`config.mk`:
```
export PLATFORM = sky130hd
export DESIGN_NAME = seg_scan_reader
export DESIGN_NICKNAME = d
export VERILOG_FILES = /design/src/rtl/seg7_pkg.sv /design/src/rtl/seg_sync_filter.sv /design/src/rtl/seg_scan_reader.sv
export SDC_FILE = /design/constraint.sdc
export NUM_CORES = 1
export LEC_CHECK = 0
export ABC_CLOCK_PERIOD_IN_PS = 4200
export CORE_ASPECT_RATIO = 0.75
export CORE_UTILIZATION = 45
export DETAILED_ROUTE_END_ITERATION = 6
export PLACE_DENSITY = 0.66
export SLEW_MARGIN = 20
export SYNTH_ARGS = -nofsm -noshare
export SYNTH_HDL_FRONTEND = slang
export SYNTH_SLANG_ARGS = --single-unit
```
`constraint.sdc`:
```
create_clock -name clk -period 4.2 [get_ports clk]
set_input_delay 0.84 -clock clk [delete_from_list [all_inputs] [get_ports clk]]
set_output_delay 0.84 -clock clk [all_outputs]
set_load 0.005 [all_outputs]
```
`src/rtl/seg7_pkg.sv`:
```
// Seven-segment encoding shared by the forward decoder and the scan reader.
// Segment bit positions, the hex glyph table and the reverse lookup.
package seg7_pkg;

    localparam int SEG_A = 6;
    localparam int SEG_B = 5;
    localparam int SEG_C = 4;
    localparam int SEG_D = 3;
    localparam int SEG_E = 2;
    localparam int SEG_F = 1;
    localparam int SEG_G = 0;

    // Indexed by nibble value; each entry is abcdefg
    localparam logic [6:0] GLYPH_TABLE [16] = '{
        7'b1111110, 7'b0110000, 7'b1101101, 7'b1111001,
        7'b0110011, 7'b1011011, 7'b1011111, 7'b1110000,
        7'b1111111, 7'b1111011, 7'b1110111, 7'b0011111,
        7'b1001110, 7'b0111101, 7'b1001111, 7'b1000111
    };

    // Returns {err, nibble}; unknown patterns decode to 0 with err set
    function automatic logic [4:0] glyph_to_nibble(input logic [6:0] seg);
        logic [6:0] abcdefg;
        logic [4:0] result;
        abcdefg = {seg[SEG_A], seg[SEG_B], seg[SEG_C], seg[SEG_D],
                   seg[SEG_E], seg[SEG_F], seg[SEG_G]};
        result  = 5'b1_0000;
        for (int i = 0; i < 16; i++) begin
            if (abcdefg == GLYPH_TABLE[i]) begin
                result = {1'b0, 4'(i)};
            end
        end
        return result;
    endfunction

endpackage

```
`src/rtl/seg_sync_filter.sv`:
```
// Synchronises the display bus and emits one capture strobe per stable dwell,
// together with the glyph and digit select that were held steady.
module seg_sync_filter #(
    parameter int NUM_DIGITS    = 4,
    parameter int STABLE_CYCLES = 4
) (
    input  logic                  clk,
    input  logic                  rst_n,
    input  logic [6:0]            seg,
    input  logic [NUM_DIGITS-1:0] digit_sel,
    output logic                  capture,
    output logic [6:0]            cap_seg,
    output logic [NUM_DIGITS-1:0] cap_sel
);

    localparam int SW = 7 + NUM_DIGITS;
    localparam int CW = $clog2(STABLE_CYCLES + 1);
    localparam logic [CW-1:0] CNT_MAX = CW'(STABLE_CYCLES);

    logic [SW-1:0]         sync1, sync2, prev;
    logic [NUM_DIGITS-1:0] sel_s;
    logic [CW-1:0]         count, count_nx;
    logic                  one_hot;
    logic                  reach;

    always_comb begin
        sel_s   = sync2[SW-1:7];
        one_hot = (sel_s != '0) && ((sel_s & (sel_s - NUM_DIGITS'(1))) == '0);
        if (!one_hot) begin
            count_nx = '0;
        end else if (sync2 != prev) begin
            count_nx = CW'(1);
        end else if (count != CNT_MAX) begin
            count_nx = count + CW'(1);
        end else begin
            count_nx = count;
        end
        // Strobe only on the transition into saturation, so once per dwell
        reach = (count_nx == CNT_MAX) && (count != CNT_MAX);
    end

    always_ff @(posedge clk or negedge rst_n) begin
        if (!rst_n) begin
            sync1   <= '0;
            sync2   <= '0;
            prev    <= '0;
            count   <= '0;
            capture <= 1'b0;
            cap_seg <= '0;
            cap_sel <= '0;
        end else begin
            sync1   <= {digit_sel, seg};
            sync2   <= sync1;
            prev    <= sync2;
            count   <= count_nx;
            capture <= reach;
            if (reach) begin
                cap_seg <= sync2[6:0];
                cap_sel <= sel_s;
            end
        end
    end

endmodule

```
`src/rtl/seg_scan_reader.sv`:
```
// Reconstructs the hex value shown on a multiplexed seven-segment display
// and hands out one assembled word per complete scan frame.
module seg_scan_reader #(
    parameter int NUM_DIGITS    = 4,
    parameter int STABLE_CYCLES = 4
) (
    input  logic                    clk,
    input  logic                    rst_n,
    input  logic [6:0]              Seg,
    input  logic [NUM_DIGITS-1:0]   Digit_sel,
    output logic [4*NUM_DIGITS-1:0] Value_out,
    output logic [NUM_DIGITS-1:0]   Glyph_err,
    output logic                    Out_valid,
    input  logic                    Out_ready,
    output logic                    Overrun
);

    import seg7_pkg::*;

    localparam int VW = 4 * NUM_DIGITS;

    logic                  capture;
    logic [6:0]            cap_seg;
    logic [NUM_DIGITS-1:0] cap_sel;
    logic [4:0]            decoded;
    logic [VW-1:0]         work_val, work_val_nx;
    logic [NUM_DIGITS-1:0] work_err, work_err_nx;
    logic [NUM_DIGITS-1:0] mask, mask_nx;
    logic                  frame_done;
    logic                  accept;

    seg_sync_filter #(
        .NUM_DIGITS    (NUM_DIGITS),
        .STABLE_CYCLES (STABLE_CYCLES)
    ) u_filter (
        .clk       (clk),
        .rst_n     (rst_n),
        .seg       (Seg),
        .digit_sel (Digit_sel),
        .capture   (capture),
        .cap_seg   (cap_seg),
        .cap_sel   (cap_sel)
    );

    // Merge the captured digit into the working frame; a recapture overwrites
    always_comb begin
        decoded     = glyph_to_nibble(cap_seg);
        work_val_nx = work_val;
        work_err_nx = work_err;
        mask_nx     = mask;
        if (capture) begin
            for (int i = 0; i < NUM_DIGITS; i++) begin
                if (cap_sel[i]) begin
                    work_val_nx[4*i +: 4] = decoded[3:0];
                    work_err_nx[i]        = decoded[4];
                end
            end
            mask_nx = mask | cap_sel;
        end
        frame_done = capture && (mask_nx == '1);
        accept     = !Out_valid || Out_ready;
    end

    always_ff @(posedge clk or negedge rst_n) begin
        if (!rst_n) begin
            work_val  <= '0;
            work_err  <= '0;
            mask      <= '0;
            Value_out <= '0;
            Glyph_err <= '0;
            Out_valid <= 1'b0;
            Overrun   <= 1'b0;
        end else begin
            work_val <= work_val_nx;
            work_err <= work_err_nx;
            mask     <= frame_done ? '0 : mask_nx;
            if (frame_done && accept) begin
                Value_out <= work_val_nx;
                Glyph_err <= work_err_nx;
                Out_valid <= 1'b1;
            end else if (Out_valid && Out_ready) begin
                Out_valid <= 1'b0;
            end
            if (frame_done && !accept) begin
                Overrun <= 1'b1;
            end
        end
    end

endmodule

```
== Word level (Yosys, flattened, before mapping) ==
Cells that the tools add are included.
Widths: inputs -> output; s select.
Storage, ports and cells
  logic and storage cells: 83
  latch bits: 0
  bits in read-only memories: 0
  memories: 0
  register bits after elaboration: 94
  memory bits (writable): 0
  output and inout bits: 22
Cells by class
  order comparisons: 0
  equality and inequality tests: 20
  mux-type cells: 33
  divide/modulo/power cells: 0
  $add $sub $neg: 2
  multipliers: 0
  reduce and logical (&&, ||, !) cells: 12
  shifts and indexed selects: 0
  bitwise gates (word level): 2
Operators with widths (number)
  $eq 7x7->1 const B: 12
  $mux 5: 16
  $mux 4: 7
  $eq 7x6->1 const B: 3
  $mux 16: 1
  $ne 11x11->1: 1
  $mux 3: 3
  $eq 7x5->1 const B: 1
  $logic_and 1x1->1: 6
  $mux 1: 6
  $and 4x4->4: 1
  $eq 4x4->1 const B: 1
  $logic_not 4->1: 1
  $or 4x4->4: 1
  $reduce_bool 4->1: 1
  $sub 4x1->4 const B: 1
  $add 3x1->3 const B: 1
  $eq 3x3->1 const B: 1
  $ne 3x3->1 const B: 1
  $logic_not 1->1: 2
  $reduce_bool 2->1: 1
  $logic_or 1x1->1: 1

== Longest topological paths before layout ==
Gate-level depths: netlist of run 1.
  depth in word-level cells: 19
  mapped depth: 8

== Cells and area by module ==
A second synthesis of run 1 with hierarchy kept.
Unflattened totals
  cells, all modules: 306
  area, all modules: 4020.1 µm²
By module, submodules not included
  seg_scan_reader: times used 1, seq. area each 1151.1 µm², cells each 205, area each 2287.2 µm²
  seg_sync_filter: times used 1, seq. area each 1201.2 µm², cells each 101, area each 1732.9 µm²

== Worst setup path before layout of run 1 ==
Ideal clock, no wire load.
  kind: register to register
  start point: reg u_filter.count[0]
  end point: reg u_filter.cap_seg[0]
  period minus slack after synthesis: 2130 ps
  stages on the path, launching flop included: 9
  setup time: 125 ps
  data arrival time: 2005 ps
  buffers on the path: 1
  setup slack: 2070 ps
  path through: dfrtp_1 > inv_1 > ha_1 > nor3b_2 > a21oi_1 > or3_4 > a2111oi_4 > buf_6 > mux2_4
Between the ends
  cells in the longest elaborated chain, start to end: 6
  elaborated cells on any way between the ends: 7
  classes of those cells: add/sub (1); eq/ne (2); mux (3); reduce/logical (1)
RTL lines
  start: declaration: RTL line seg_sync_filter.sv:22  | logic [CW-1:0] count, count_nx;
  start signal: assignment: RTL line seg_sync_filter.sv:55  | count <= count_nx;
  $add 3x1->3 or $ne 3x3->1 (tied branches): RTL line seg_sync_filter.sv:34, seg_sync_filter.sv:33, seg_sync_filter.sv:39
  $mux 3: RTL line seg_sync_filter.sv:33  | end else if (count != CNT_MAX) begin
  $mux 3: RTL line seg_sync_filter.sv:31  | end else if (sync2 != prev) begin
  $mux 3: RTL line seg_sync_filter.sv:29  | if (!one_hot) begin
  $eq 3x3->1: RTL line seg_sync_filter.sv:39  | reach = (count_nx == CNT_MAX) && (count != CNT_MAX);
  $logic_and 1x1->1 (*): RTL line seg_sync_filter.sv:39
  end signal: assignment: RTL line seg_sync_filter.sv:58  | cap_seg <= sync2[6:0];
  end: declaration: RTL line seg_sync_filter.sv:12  | output logic [6:0] cap_seg,
Mark *: on every way between the ends. The rest lies on a longest branch, timed or not.
A chain may end at the register's enable or synchronous reset.

== Worst setup path in the final report of run 1 ==
  start point: reg u_filter.count[0]
  end point: reg u_filter.cap_seg[1]
The elaborated chain is that of the path after synthesis.

==> results of run 1 <==
-- area by class of cell --
type / count / area [sq um] / share of cell area, %
clock inverters: 7 / 63.8 / 1.38
repair buffers: 37 / 363 / 7.87
flip-flops and latches: 94 / 2350 / 51.0
well taps: 108 / 135 / 2.93
inverters: 5 / 18.8 / 0.407
clock buffers: 9 / 225 / 4.89
multi-input cells: 206 / 1450 / 31.5
-- metal layers --
layer	vias up	track usage [%]	wire length, um
li1	1197	-	-
met4	0	3.88	62
met5	-	0	0
met1	1201	26.8	3630
met2	44	24.8	3000
met3	5	6.59	266
-- state kept, by name (all words and copies together), names as in the netlist, 4 cells and up --
name,cells
u_filter.prev,11
u_filter.cap_sel,4
u_filter.sync1,11
work_val,16
Glyph_err,4
u_filter.cap_seg,7
u_filter.sync2,11
Value_out,16
work_err,4
mask,4
-- placed cells by master, fill, tap and decap left out, types with 4 or more instances in the layout --
cell type	Yosys	routed
o41ai_1	4	4
mux2_2	9	9
xor2_1	9	9
clkdlybuf4s50_1	0	34
and2_1	6	6
o31ai_1	4	4
nand4_1	6	6
nor2_1	27	27
o21ai_0	7	7
dfrtp_1	94	94
a21oi_1	14	14
nand2_1	36	36
a21oi_2	4	4
clkbuf_16	0	9
inv_1	5	5
xnor2_1	5	5
mux2_4	10	10
o21bai_1	5	5
a31oi_1	6	6
o21ai_1	5	5
-- cells by family (layout without fill, tap and decap cells) --
group	after synthesis	in the layout	synth area share [%]
adders and majority gates	2	2	0.638
and+or+nand+nor	108	108	14.6
DFF	94	94	60.0
muxes	20	20	6.70
xor gates and xnor gates	14	14	3.13
AOI/OAI and AO/OA	62	62	11.9
buffers and inverters	23	58	3.03
-- power by group --
part | switching, mW | internal, mW | leakage [nW]
Clock | 0.368 | 0.415 | 0.136
Combinational | 0.0310 | 0.0227 | 0.658
Sequential | 0.0114 | 0.922 | 1.17
-- worst max-delay path, stage by stage (launching register included) --
cell and delay [ps]:
dfrtp_1 350, inv_1 80, ha_1 260, nor3b_2 190, a21oi_1 60, or3_4 350
a2111oi_4 930, mux2_1 380
-- stage by stage --
stage / util, % / setup slack, ps / hold slack, ps / total power, mW / cell area, sq um
after floorplan: - / 2070 / 331 / 0.968 / 3920
after global placement: 51.1 / 1430 / 332 / 1.00 / 4320
after CTS: 54.5 / 1470 / 351 / 1.79 / 4610
final: 54.5 / 1480 / 349 / 1.77 / 4610
after global routing: 54.5 / 1290 / 356 / 1.83 / 4610
after detailed placement: 51.1 / 1390 / 335 / 1.01 / 4320
-- worst max path at each step --
| stage | startpoint | to | slack, ps | depth (start not counted) |
|---|---|---|---|---|
| after floorplan | u_filter.count[0] | u_filter.cap_seg[0] | 2070 | 8 |
| after global placement | Out_ready | Value_out[13] | 1430 | 6 |
| after detailed placement | Out_ready | Value_out[1] | 1390 | 6 |
| after CTS | u_filter.count[0] | u_filter.cap_seg[1] | 1470 | 7 |
| after global routing | u_filter.count[0] | u_filter.cap_seg[1] | 1290 | 7 |
| final | u_filter.count[0] | u_filter.cap_seg[1] | 1480 | 7 |
==> summary by stage, run 1 <==
Status
The flow ran to the end, and the final reports show no timing, DRC or antenna violations.

Critical path
For the worst flop-to-flop path, the logic depth is 7. The required time reported for the critical path endpoint is 4420 ps. The sort of element at the start of the critical path is a flip-flop. Data arrives at the worst endpoint at approximately 3000 ps.

The kind of capture point of the worst setup path is a flip-flop. The largest fanout of any net on the critical path is 11. The worst setup path category is flip-flop to flip-flop. In this run the critical register-to-register path is launched from u_filter.count[0]. The endpoint identified for the worst register-to-register timing path is u_filter.cap_seg[1]. The worst register-to-register path has a setup slack of between 1000 and 1500 ps.

STA
Setup repair after global routing left no endpoint under its margin. The max-slew violation count came to 0. For the final database, setup skew stands at approximately 9.3 ps. The part of the cycle the worst path needs is 64.7%. Setup violations remaining at the end of the flow were counted as 0. Based on the critical path, the design can be clocked at up to 368 MHz. The final-layout setup total negative slack is 0 ps. For the pin with the worst max-slew slack, the measured transition is 1090 ps. The number of hold-slack violations in the final timing report is 0. The final critical path time including I/O delays and setup is ~2700 ps. The worst max-slew margin expressed relative to the limit is 27.5%.

Logic synthesis
The fraction of post-synthesis cell area in the top cell type by area is between 50% and 60%. The synthesized design spends more area on one cell type than any other, namely dfrtp_1. Yosys instantiated no cell more often than dfrtp_1. The number of enable-type register cells in the synthesized netlist is 0.

The number of warnings reported in the yosys synthesis log is 0. The sequential-to-total area share from yosys stat is about three fifths. After synthesis the cells add up to around 4000 sq um.

The number of synthesized register bits is between 90 and 100. The number of different library cells used by synthesis comes to 57. The total nets after synthesis is 339. Ranked by instance count, the synthesized netlist is headed by dfrtp_1 (94), nand2_1 (36), nor2_1 (27).

Counting flops with an async set or reset pin after synthesis yields a share of 100%. The number of cells produced by synthesis is 323. Yosys attributes the largest share of cell area to dfrtp_1 (60%), mux2_4 (3.8%), nand2_1 (3.4%). In the synthesized netlist the dominant register cell turns out to be dfrtp_1. The mean area per synthesized cell is 12.1 sq um.

CTS
The later pin in the worst-skew pair is clocked with a latency of roughly 340 ps. The root buffer cell chosen for the clock tree is clkbuf_16. CTS built an H-tree with a depth of 3. The buffer depth of the longest clock path is 2. The number of buffers inserted for hold repair after clock tree synthesis is 0. The post-CTS setup buffer count is 0. Counting the buffers created by CTS gives 9. TritonCTS built the clock tree. After clock tree synthesis, the repair step resized 0 gates. The number of clock sinks is 94. The clock transition at the register clock pins on the worst setup and hold paths after CTS is 70 ps.

Flow run
The reported max-cap violation count is 0.

Finish
The number of inserted filler cells in the final layout is ~730. 0 antenna diodes ended up in the layout. Leaving out filler cells and counting taps, the final layout contains approximately 470. The final layout contains about 370 nets.

The area growth from synthesis to layout is 17.5%. The proportion of layout cells with a drive suffix above 1 is ~15%.

Detailed routing
In the routed design, unresolved DRC markers number 0. The average via count per standard cell is approximately 5.3. The length of the first detailed-routing pass in iterations is 4. The detailed router finished its first iteration with between 100 and 150 violations.

Summed over all layers, the routed wires come to just under 7000 um. The via count is ~2400. In the final routed layout, each cell accounts on average for roughly 15 um. Once detail routing completed, the nets flagged for antenna violations numbered 0.

Min path
The worst hold path passes through 0 cells. For hold timing, the worst endpoint is u_filter.sync2[10]. The worst hold path belongs to the class flip-flop to flip-flop.

The startpoint of the most critical hold path is u_filter.sync1[10].

Global routing
The total overflow left after global routing is 0. The pin count of the biggest net entering global routing is 74. The global-route usage over all layers is roughly 18%. The initial antenna violation count is 0. The number of global-route vias before repair is 2496.

The first global-routing pass estimated around 12000 um of wire.

Place
The final HPWL from detailed placement is ~4800 um. The number of placed instances, taps included, is 450. The total of buffers placed on input and output ports is 35. At the end of routability-driven placement, the weighted congestion stood at about 0.8.

Die
The count of standard-cell rows is 29. In this run the horizontal extent of the chip is roughly 110 um. The die covers slightly above 9000 sq um. The region available for standard cell placement spans roughly 8500 sq um.

In this run the vertical extent of the chip is about 83 um. The number of top-level design ports is 36. The starting density of the core is between 40 and 50%.

Power
The maximum VDD drop is approximately 0.26 mV. For this design the static power due to leakage is 1.97 nW. Power spread over the standard cell area amounts to between 300 and 400 nW/um^2.
Note: power is estimated with default switching activity, not from simulation.
==> inputs of run 2 (changes only) <==
ABC_CLOCK_PERIOD_IN_PS = 2500   (was 4200)
PLACE_DENSITY = 0.68   (was 0.66)
clock period = 2.5 ns   (was 4.2 ns; I/O delays follow)
==> summary by stage, run 2 (synthesis results as in run 1) <==
Critical path
The largest fanout of any net on the critical path is 11. The arrival time at the worst endpoint is around 2500 ps. The required time reported for the critical path endpoint is 2710 ps. The worst setup path category is flip-flop to flip-flop. The kind of capture point of the worst setup path is a flip-flop. The worst setup path is launched from a flip-flop.

Place
In this run the tool buffered the top-level ports with 35 buffer cells. The final weighted congestion in routability-driven placement is between 0.8 and 0.9. OpenSTA, run right after detailed placement, puts the worst setup slack at about 110 ps.

Detailed placement finished with a half-perimeter wire length of around 5000 um. The placed instance area is ~4400 sq um.

STA
The total of endpoints with negative setup slack in the final report is 0. Setup repair after global routing left no endpoint under its margin. For the pin with the worst max-slew slack, the measured transition is between 700 and 800 ps. For this run, the top clock speed supported by timing is 435 MHz. The part of the cycle the worst path needs is between 90% and 100%. Headroom to the max-slew limit came out at between 50 and 60%. In the post-route analysis, the smallest setup slack over all paths is a little over 200 ps. The final critical path time including I/O delays and setup is between 2000 and 2500 ps. The max-slew violation count is 0. The maximum clock skew at final layout is approximately 10 ps.

The number of hold-slack violations in the final timing report came to 0. The final-layout setup total negative slack is 0 ps.

Power
Summed over all cells, the static leakage comes to roughly 2 nW. The total power divided by cell area is between 600 and 700 nW/um^2. The maximum VDD drop is 0.393 mV.

The power after layout is around 2.9 mW.

Finish
For this run, the post-layout net count is around 380. The largest registers in the layout are Value_out x16, work_val x16. Cells with a size suffix above 1 make up 15.9% of the layout. Leaving out fill and tap cells, the most frequent cell in the layout is dfrtp_1. Compared with the post-synthesis result, the final layout area differs by 19.0%.

In the layout the commonest cells are dfrtp_1 (94), nand2_1 (36), clkdlybuf4s50_1 (34). The number of diodes added for antenna fixing is 0. The final instance area is roughly 4700 sq um.

CTS
The post-CTS setup buffer count is 0. The clock net in this run drives a total of between 90 and 100 sinks. The H-tree generated during clock tree synthesis spans 3 levels. After clock tree synthesis, the clock-pin slew on the worst setup and hold paths is 70 ps. The buffer depth of the longest clock path is 2. The later pin in the worst-skew pair is clocked with a latency of approximately 330 ps. Counting the buffers created by CTS gives 9. The cell at the root of the clock tree is clkbuf_16. The number of buffers inserted for hold repair after clock tree synthesis is 0. TritonCTS built the clock tree.

The number of gates resized after CTS was 0.

Global routing
The global-route wire length before repair is 12800 um. The number of global-route vias before repair came to ~2600. The pin count of the biggest net entering global routing is 43.

The global-route usage over all layers is roughly 18%. Summed over all layers, the global routing overflow is 0. The initial antenna violation count is 0.

Min path
The worst hold-check path type is input port to async pin.

Detailed routing
The count of nets left with antenna violations once routing finished came out at 0. After detailed routing, the average wire length per cell comes to between 15 and 20 um. The routed layout has 2510 vias. The violation count after the first detailed-route iteration is between 100 and 150. The detailed-route DRC error count is 0.

The length of the first detailed-routing pass in iterations is 4. The average via count per standard cell is between 5 and 6. Summed over all layers, the routed wires come to approximately 7000 um.

Die
36 I/O pins were placed. The floorplan step defined a core boundary enclosing between 8000 and 9000 sq um. The die footprint is slightly above 9000 sq um.

The count of standard-cell rows is 29. For this configuration, the core starts out at a cell density of a little under half. The floorplan step set the die height to between 80 and 90 um. The chip width is between 100 and 150 um.

Status
The flow ran to the end, and the final reports show no timing, DRC or antenna violations.

Flow run
The reported max-cap violation count is 0.
==> run 2: cell types whose count changed in the layout (fill, tap and decap cells not counted) <==
cell	previous run	this run
buf_12	0	2
clkinvlp_4	2	1
clkinv_2	0	1
buf_4	3	7
inv_8	2	0
clkbuf_1	0	2
clkbuf_8	0	1
clkinv_4	1	0
==> run 2: worst paths after layout <==
path	cells after the start	from	slack, ps	endpoint
worst max-delay path	8	u_filter.count[0]	200	u_filter.cap_seg[1]
worst min-delay path	1	rst_n	150	work_val[0]
worst max register to register	8	u_filter.count[0]	200	u_filter.cap_seg[1]
worst min register to register	0	u_filter.sync1[7]	340	u_filter.sync2[7]
max in group asynchronous	2	rst_n	1750	work_val[10]
min in group clk	0	u_filter.sync1[7]	340	u_filter.sync2[7]
==> run 2: through the flow <==
stage	hold WS (ps)	utilization [%]	cells
after floorplan	204	-	323
after global routing	192	55.2	472
final	147	55.2	472
after detailed placement	336	51.9	456
after CTS	170	55.2	472
after global placement	332	51.9	456
==> run 2: report_power, final <==
part	internal [mW]	switching, mW	total [mW]	leakage [nW]
combinational	0.0425	0.0532	0.0958	0.695
clock	0.708	0.559	1.27	0.134
sequential	1.55	0.0194	1.57	1.17
total	2.30	0.631	2.93	2.00
==> run 2: final cells by class <==
class,count,area [sq um]
repair buffers,43,433
flip-flops and latches,94,2350
clock buffers,12,246
fillers,737,3790
clock inverters,4,30.0
inverters,5,18.8
multi-input cells,206,1450
well taps,108,135
==> run 2: worst max-delay path, cell delays in order, from the launching register on <==
cell	delay (ps)
dfrtp_1	360
inv_1	90
ha_1	250
nor3b_2	180
a21oi_1	60
or3_4	360
a2111oi_4	360
buf_12	200
mux2_1	320
==> run 2: metal layers <==
layer / part of all wire (%) / vias up / global-route usage [%]
li1: - / 1206 / -
met5: 0 / - / 0
met1: 50 / 1247 / 27.8
met4: 0.81 / 0 / 5.58
met3: 3.5 / 6 / 4.24
met2: 45 / 51 / 25.9
